### config.mk
export PLATFORM = sky130hd
export DESIGN_NAME = hazard_controller
export DESIGN_NICKNAME = d
export VERILOG_FILES = /design/src/rtl/hazard_controller.sv
export SDC_FILE = /design/constraint.sdc
export NUM_CORES = 1
export LEC_CHECK = 0
export BUFFER_PORTS_ARGS = -buffer_cell sky130_fd_sc_hd__buf_4
export CAP_MARGIN = 20
export CORE_ASPECT_RATIO = 1.4
export CORE_UTILIZATION = 40
export DETAILED_ROUTE_END_ITERATION = 12
export GPL_TIMING_DRIVEN = 0
export PLACE_DENSITY = 0.7
export SYNTH_ARGS = -nofsm -noshare
export SYNTH_HDL_FRONTEND = slang
export SYNTH_SLANG_ARGS = --single-unit
### constraint.sdc
create_clock -name clk -period 2.7 [get_ports clk]
set_input_delay 0.54 -clock clk [delete_from_list [all_inputs] [get_ports clk]]
set_output_delay 0.54 -clock clk [all_outputs]
set_load 0.01 [all_outputs]
### src/rtl/hazard_controller.sv
// -----------------------------------------------------------------------------
// hazard_controller
//
// Hazard unit for a five-stage in-order pipeline with operand forwarding,
// load-use stalls and taken-branch redirects.
//
// The unit keeps its own shadow copy of the EXE and MEM stage destination
// information. ID-stage source operands are compared against that copy to
// choose forwarding paths and to detect load-use hazards.
//
// Ports
//   clk, rst          : rising-edge clock, asynchronous active-high reset
//   id_valid          : ID stage holds a real instruction
//   id_rs, id_rt      : ID source register fields
//   id_use_rs/rt      : ID instruction actually reads rs / rt
//   id_wreg, id_m2reg : ID instruction writes a register / is a load
//   id_destReg        : ID destination register
//   exe_taken         : branch in EXE resolved taken this cycle
//   pc_we, ifid_we    : PC and IF/ID write enables (low = hold)
//   ifid_flush        : load a NOP into IF/ID
//   idexe_bubble      : force ID/EXE wreg/m2reg/wmem to 0
//   fwda, fwdb        : operand source, 00 regfile, 01 EXE r, 10 MEM r,
//                       11 MEM load data
//   state             : 00 RUN, 01 STALL, 10 REDIRECT (registered)
//   stall_cnt         : saturating count of non-RUN cycles
//
// Configuration
//   HAZARD_STALL_CNT_EN : when defined, stall_cnt is a live saturating
//                         counter; otherwise it is tied to zero.
// -----------------------------------------------------------------------------
module hazard_controller #(
  parameter int CNT_W = 16
) (
  input  logic             clk,
  input  logic             rst,
  input  logic             id_valid,
  input  logic [4:0]       id_rs,
  input  logic [4:0]       id_rt,
  input  logic             id_use_rs,
  input  logic             id_use_rt,
  input  logic             id_wreg,
  input  logic             id_m2reg,
  input  logic [4:0]       id_destReg,
  input  logic             exe_taken,
  output logic             pc_we,
  output logic             ifid_we,
  output logic             ifid_flush,
  output logic             idexe_bubble,
  output logic [1:0]       fwda,
  output logic [1:0]       fwdb,
  output logic [1:0]       state,
  output logic [CNT_W-1:0] stall_cnt
);

  typedef enum logic [1:0] {
    ST_RUN      = 2'b00,
    ST_STALL    = 2'b01,
    ST_REDIRECT = 2'b10
  } state_e;

  typedef struct packed {
    logic       valid;
    logic       wreg;
    logic       m2reg;
    logic [4:0] dest;
  } trk_t;

  localparam trk_t TRK_EMPTY = '{valid: 1'b0, wreg: 1'b0, m2reg: 1'b0, dest: 5'd0};

  trk_t   exe_d, exe_q;
  trk_t   mem_d, mem_q;
  state_e state_d, state_q;
  logic   taken;
  logic   load_use;

  // Forwarding select for one source operand. The younger EXE result wins
  // over MEM; register 0 is hard-wired and never forwarded.
  function automatic logic [1:0] fwd_sel(input logic [4:0] src,
                                         input logic       use_src,
                                         input trk_t       exe,
                                         input trk_t       mem);
    logic [1:0] sel;
    sel = 2'b00;
    if (use_src && src != 5'd0) begin
      if (exe.valid && exe.wreg && exe.dest == src)
        sel = 2'b01;
      else if (mem.valid && mem.wreg && mem.dest == src)
        sel = mem.m2reg ? 2'b11 : 2'b10;
    end
    return sel;
  endfunction

  // A branch seen while reset is held must not flush; reset outputs are the
  // plain run-mode defaults.
  assign taken = exe_taken & ~rst;

  // NOTE: every signal assigned in an always_comb gets a default first, so
  // no path leaves it unassigned and no latch is inferred.
  always_comb begin
    load_use = 1'b0;
    if (id_valid && exe_q.valid && exe_q.m2reg && exe_q.dest != 5'd0) begin
      load_use = (id_use_rs && id_rs == exe_q.dest) ||
                 (id_use_rt && id_rt == exe_q.dest);
    end

    // Redirect beats load-use: the stalled instruction is on the wrong path.
    pc_we        = 1'b1;
    ifid_we      = 1'b1;
    ifid_flush   = 1'b0;
    idexe_bubble = 1'b0;
    if (taken) begin
      ifid_flush   = 1'b1;
      idexe_bubble = 1'b1;
    end else if (load_use) begin
      pc_we        = 1'b0;
      ifid_we      = 1'b0;
      idexe_bubble = 1'b1;
    end

    fwda = fwd_sel(id_rs, id_use_rs, exe_q, mem_q);
    fwdb = fwd_sel(id_rt, id_use_rt, exe_q, mem_q);

    // A bubbled or empty slot enters EXE as an invalid entry.
    exe_d = TRK_EMPTY;
    if (id_valid && !idexe_bubble) begin
      exe_d.valid = 1'b1;
      exe_d.wreg  = id_wreg;
      exe_d.m2reg = id_m2reg;
      exe_d.dest  = id_destReg;
    end
    mem_d = exe_q;

    // Next state depends only on this cycle's hazards, so the unused
    // encoding 11 can only ever fall back to RUN.
    if (taken)
      state_d = ST_REDIRECT;
    else if (load_use)
      state_d = ST_STALL;
    else
      state_d = ST_RUN;
  end

  // NOTE: sequential state uses non-blocking assignments so every flop
  // samples pre-edge values regardless of statement order.
  // NOTE: the tracking registers are reset asynchronously so a stall in
  // progress is abandoned the moment rst rises, not at the next edge.
  always_ff @(posedge clk or posedge rst) begin
    if (rst) begin
      exe_q   <= TRK_EMPTY;
      mem_q   <= TRK_EMPTY;
      state_q <= ST_RUN;
    end else begin
      exe_q   <= exe_d;
      mem_q   <= mem_d;
      state_q <= state_d;
    end
  end

  assign state = state_q;

`ifdef HAZARD_STALL_CNT_EN
  logic [CNT_W-1:0] stall_cnt_d, stall_cnt_q;

  always_comb begin
    stall_cnt_d = stall_cnt_q;
    if (state_d != ST_RUN && stall_cnt_q != {CNT_W{1'b1}})
      stall_cnt_d = stall_cnt_q + 1'b1;
  end

  always_ff @(posedge clk or posedge rst) begin
    if (rst) stall_cnt_q <= '0;
    else     stall_cnt_q <= stall_cnt_d;
  end

  assign stall_cnt = stall_cnt_q;
`else
  assign stall_cnt = '0;
`endif

endmodule

==> results.py <==
metrics = {
    "final_layout": {
        "finalInstanceArea_mm2": 0.00144,
        "post-route-util_pct": 58.4,
        "area_growth_pct": 33.4,
        "drive_gt1_share_pct": 37.7,
        "n_antenna_cell": 0,
        "final_nets": 184,
    },
    "setup_path": {
        "path_class": "reg2out",
        "r2r-start": "exe_q[1]$_DFF_PP0_",
        "required_ns": 2.16,
        "regToRegSetupSlack_ns": 1.10,
        "reg2reg_to": "exe_q[2]$_DFF_PP0_",
        "critPathLaunchType": "flop",
        "worst_ep_arrival_time_ns": 1.93,
        "end_kind": "primary output",
        "worstPathMaxFanout": 5,
        "reg2reg_depth": 5,
    },
    "place": {
        "io_buffers": 31,
        "pre_cts_slack_ns": 0.241,
        "dp_hpwl_um": 1850,
        "place_area_mm2": 0.00141,
        "gp_congestion": 0.789,
    },
    "yosys": {
        "yosys.cell_types.count": 26,
        "ys_seq_area_share_pct": 41.7,
        "ys_top_cells_by_count": "dfrtp_1, xnor2_1, buf_4",
        "synth-main-ff-cell": "dfrtp_1",
        "synth_top_area_share_pct": 41.7,
        "yosys.area.top_type": "dfrtp_1",
        "synth.area.top_cells": "dfrtp_1, xnor2_1, buf_4, nand3_1, a21oi_1",
        "synthesis.area_mm2": 0.00108,
        "yosysWarnings": 0,
        "ys_seq_elements": 18,
        "synth_cells": 109,
        "ys_async_sr_fraction_pct": 100,
        "postSynthAreaPerCell_um2": 9.92,
        "synth_edf_count": 0,
    },
    "timing": {
        "worst_slack_ns": 0.229,
        "grt_setup_unrepaired": "no",
        "period_share_pct": 91.5,
        "tightest_slew_ns": 0.679,
        "min_period_ns": 2.47,
        "maxSlewViolCount": 0,
        "slew_headroom_pct": 54.7,
        "max_freq_mhz": 405,
        "skew_ns": 0.00285,
        "setup_tns_ns": 0,
        "hold_violations": 0,
        "setup_viol": 0,
    },
    "pwr": {
        "peakVddDrop_mv": 0.232,
        "internal-power_uw": 403,
        "p_switching_uw": 147,
        "clkPwrFrac_pct": 21.9,
        "leakagePower_uw": 0.000704,
        "p_comb_share_pct": 24.6,
        "p_sw_share_pct": 26.7,
        "seqPwrFrac_pct": 53.5,
        "powerDensity_mw_per_mm2": 381,
    },
    "floorplan": {
        "fp.coreArea_mm2": 0.00247,
        "design.die.area_mm2": 0.00292,
        "io_pins": 49,
        "die_h_um": 63.5,
        "rows": 21,
        "initial_core_util_pct": 43.8,
        "fp.dieW_um": 45.9,
    },
    "routing": {
        "initialDrtViolationCount": 7,
        "drc": 0,
        "wl_per_cell_um": 11.2,
        "first_pass_iters": 4,
        "vias_per_cell": 4.70,
        "postRouteAntennaNets": 0,
        "vias": 908,
        "totalWireLength_um": 2160,
    },
    "cts": {
        "clk_latency_ns": 0.28,
        "root_buffer": "clkbuf_4",
        "clock_path_buffers": 2,
        "cts.htree.levels": 1,
        "cts_resized": 0,
        "cts_setup_buffers": 0,
        "clk_pin_slew_ns": 0.09,
        "cts_tree": "done",
        "cts_hold_buf": 0,
        "numClockSinks": 18,
        "numCtsBuffers": 3,
    },
    "global_routing": {
        "grt_usage_pct": 16.8,
        "grt.overflow.total": 0,
        "grt_pass1_vias": 857,
        "grt_start_max_net_pins": 20,
        "grt_pass1_wl_um": 3570,
        "antenna_found_initial": 0,
    },
    "hold_path": {
        "hp-class": "in2async",
    },
    "job": {
        "maxCapViolations": 0,
    },
    "run_status": {
        "status": "finished, final reports clean",
    },
}
==> layer usage <==
metal	track usage, %	vias to the layer above	wire, µm
met5	0	-	0
met4	11.8	0	82
met3	1.15	8	153
met2	28.7	41	1130
met1	18.2	413	798
li1	-	446	-
==> cell families (layout without fill, tap and decap cells) <==
kind of cell | Yosys count | after routing | synth area share, %
AO/OA/AOI/OAI | 18 | 18 | 13.2
flip-flops | 18 | 18 | 41.7
other | 1 | 16 | 0.347
buffers and inverters | 23 | 58 | 14.0
AND/OR/NAND/NOR | 29 | 29 | 14.6
XOR/XNOR | 20 | 20 | 16.2
==> flip-flops by register name, indices dropped and copies added (netlist names) <==
signal,cells
exe_q,8
mem_q,8
state,2
==> power groups by stage <==
| stage | clock network, µW | registers (µW) | logic (µW) |
|---|---|---|---|
| 2_1_floorplan | 0 | 297 | 88.3 |
| 3_3_place_gp | 0 | 299 | 132 |
| 3_5_place_dp | 0 | 300 | 135 |
| 4_1_cts | 125 | 295 | 135 |
| 5_1_grt | 138 | 296 | 150 |
| 6_report | 121 | 294 | 135 |
==> how the worst max path moves through the flow <==
stage,to,start,cells after the start,slack (ns)
3_3_place_gp,pc_we,id_rs[1],7,0.27
2_1_floorplan,pc_we,id_rs[1],5,0.56
5_1_grt,pc_we,exe_q[1]$_DFF_PP0_,6,0.05
6_report,pc_we,exe_q[1]$_DFF_PP0_,6,0.23
4_1_cts,pc_we,exe_q[1]$_DFF_PP0_,6,0.12
3_5_place_dp,pc_we,id_rs[1],7,0.24
==> placed cells by master (no fill, tap or decap), drive strengths merged, types with 3 or more instances in the layout <==
cell    instances
nor4            4
a21oi           9
conb           16
o21ai           3
nand2           6
inv             4
dfrtp          18
buf            50
clkbuf          4
xnor2          18
nand3          12
==> layout make-up <==
class | instances | area [µm²]
Fill cell | 244 | 1030
Multi-Input combinational cell | 83 | 536
Sequential cell | 18 | 450
Timing Repair Buffer | 32 | 240
Buffer | 19 | 136
Tap cell | 34 | 42.5
Clock buffer | 3 | 22.5
Inverter | 4 | 15.0
==> critical path, stage by stage (launching register included) <==
cell and delay [ns]:
dfrtp_1 0.44, xnor2_1 0.20, nand3_2 0.18, o32ai_4 0.39, nand3_1 0.15, buf_4 0.16
buf_4 0.13
==> stage by stage <==
stage               hold WS (ns)  instances  power, µW
floorplan                  0.354        124        386
global placement           0.359        189        431
detailed placement         0.370        189        435
CTS                        0.374        192        555
global route               0.407        193        584
finish                     0.358        193        550
(Power assumes the default switching activity.)
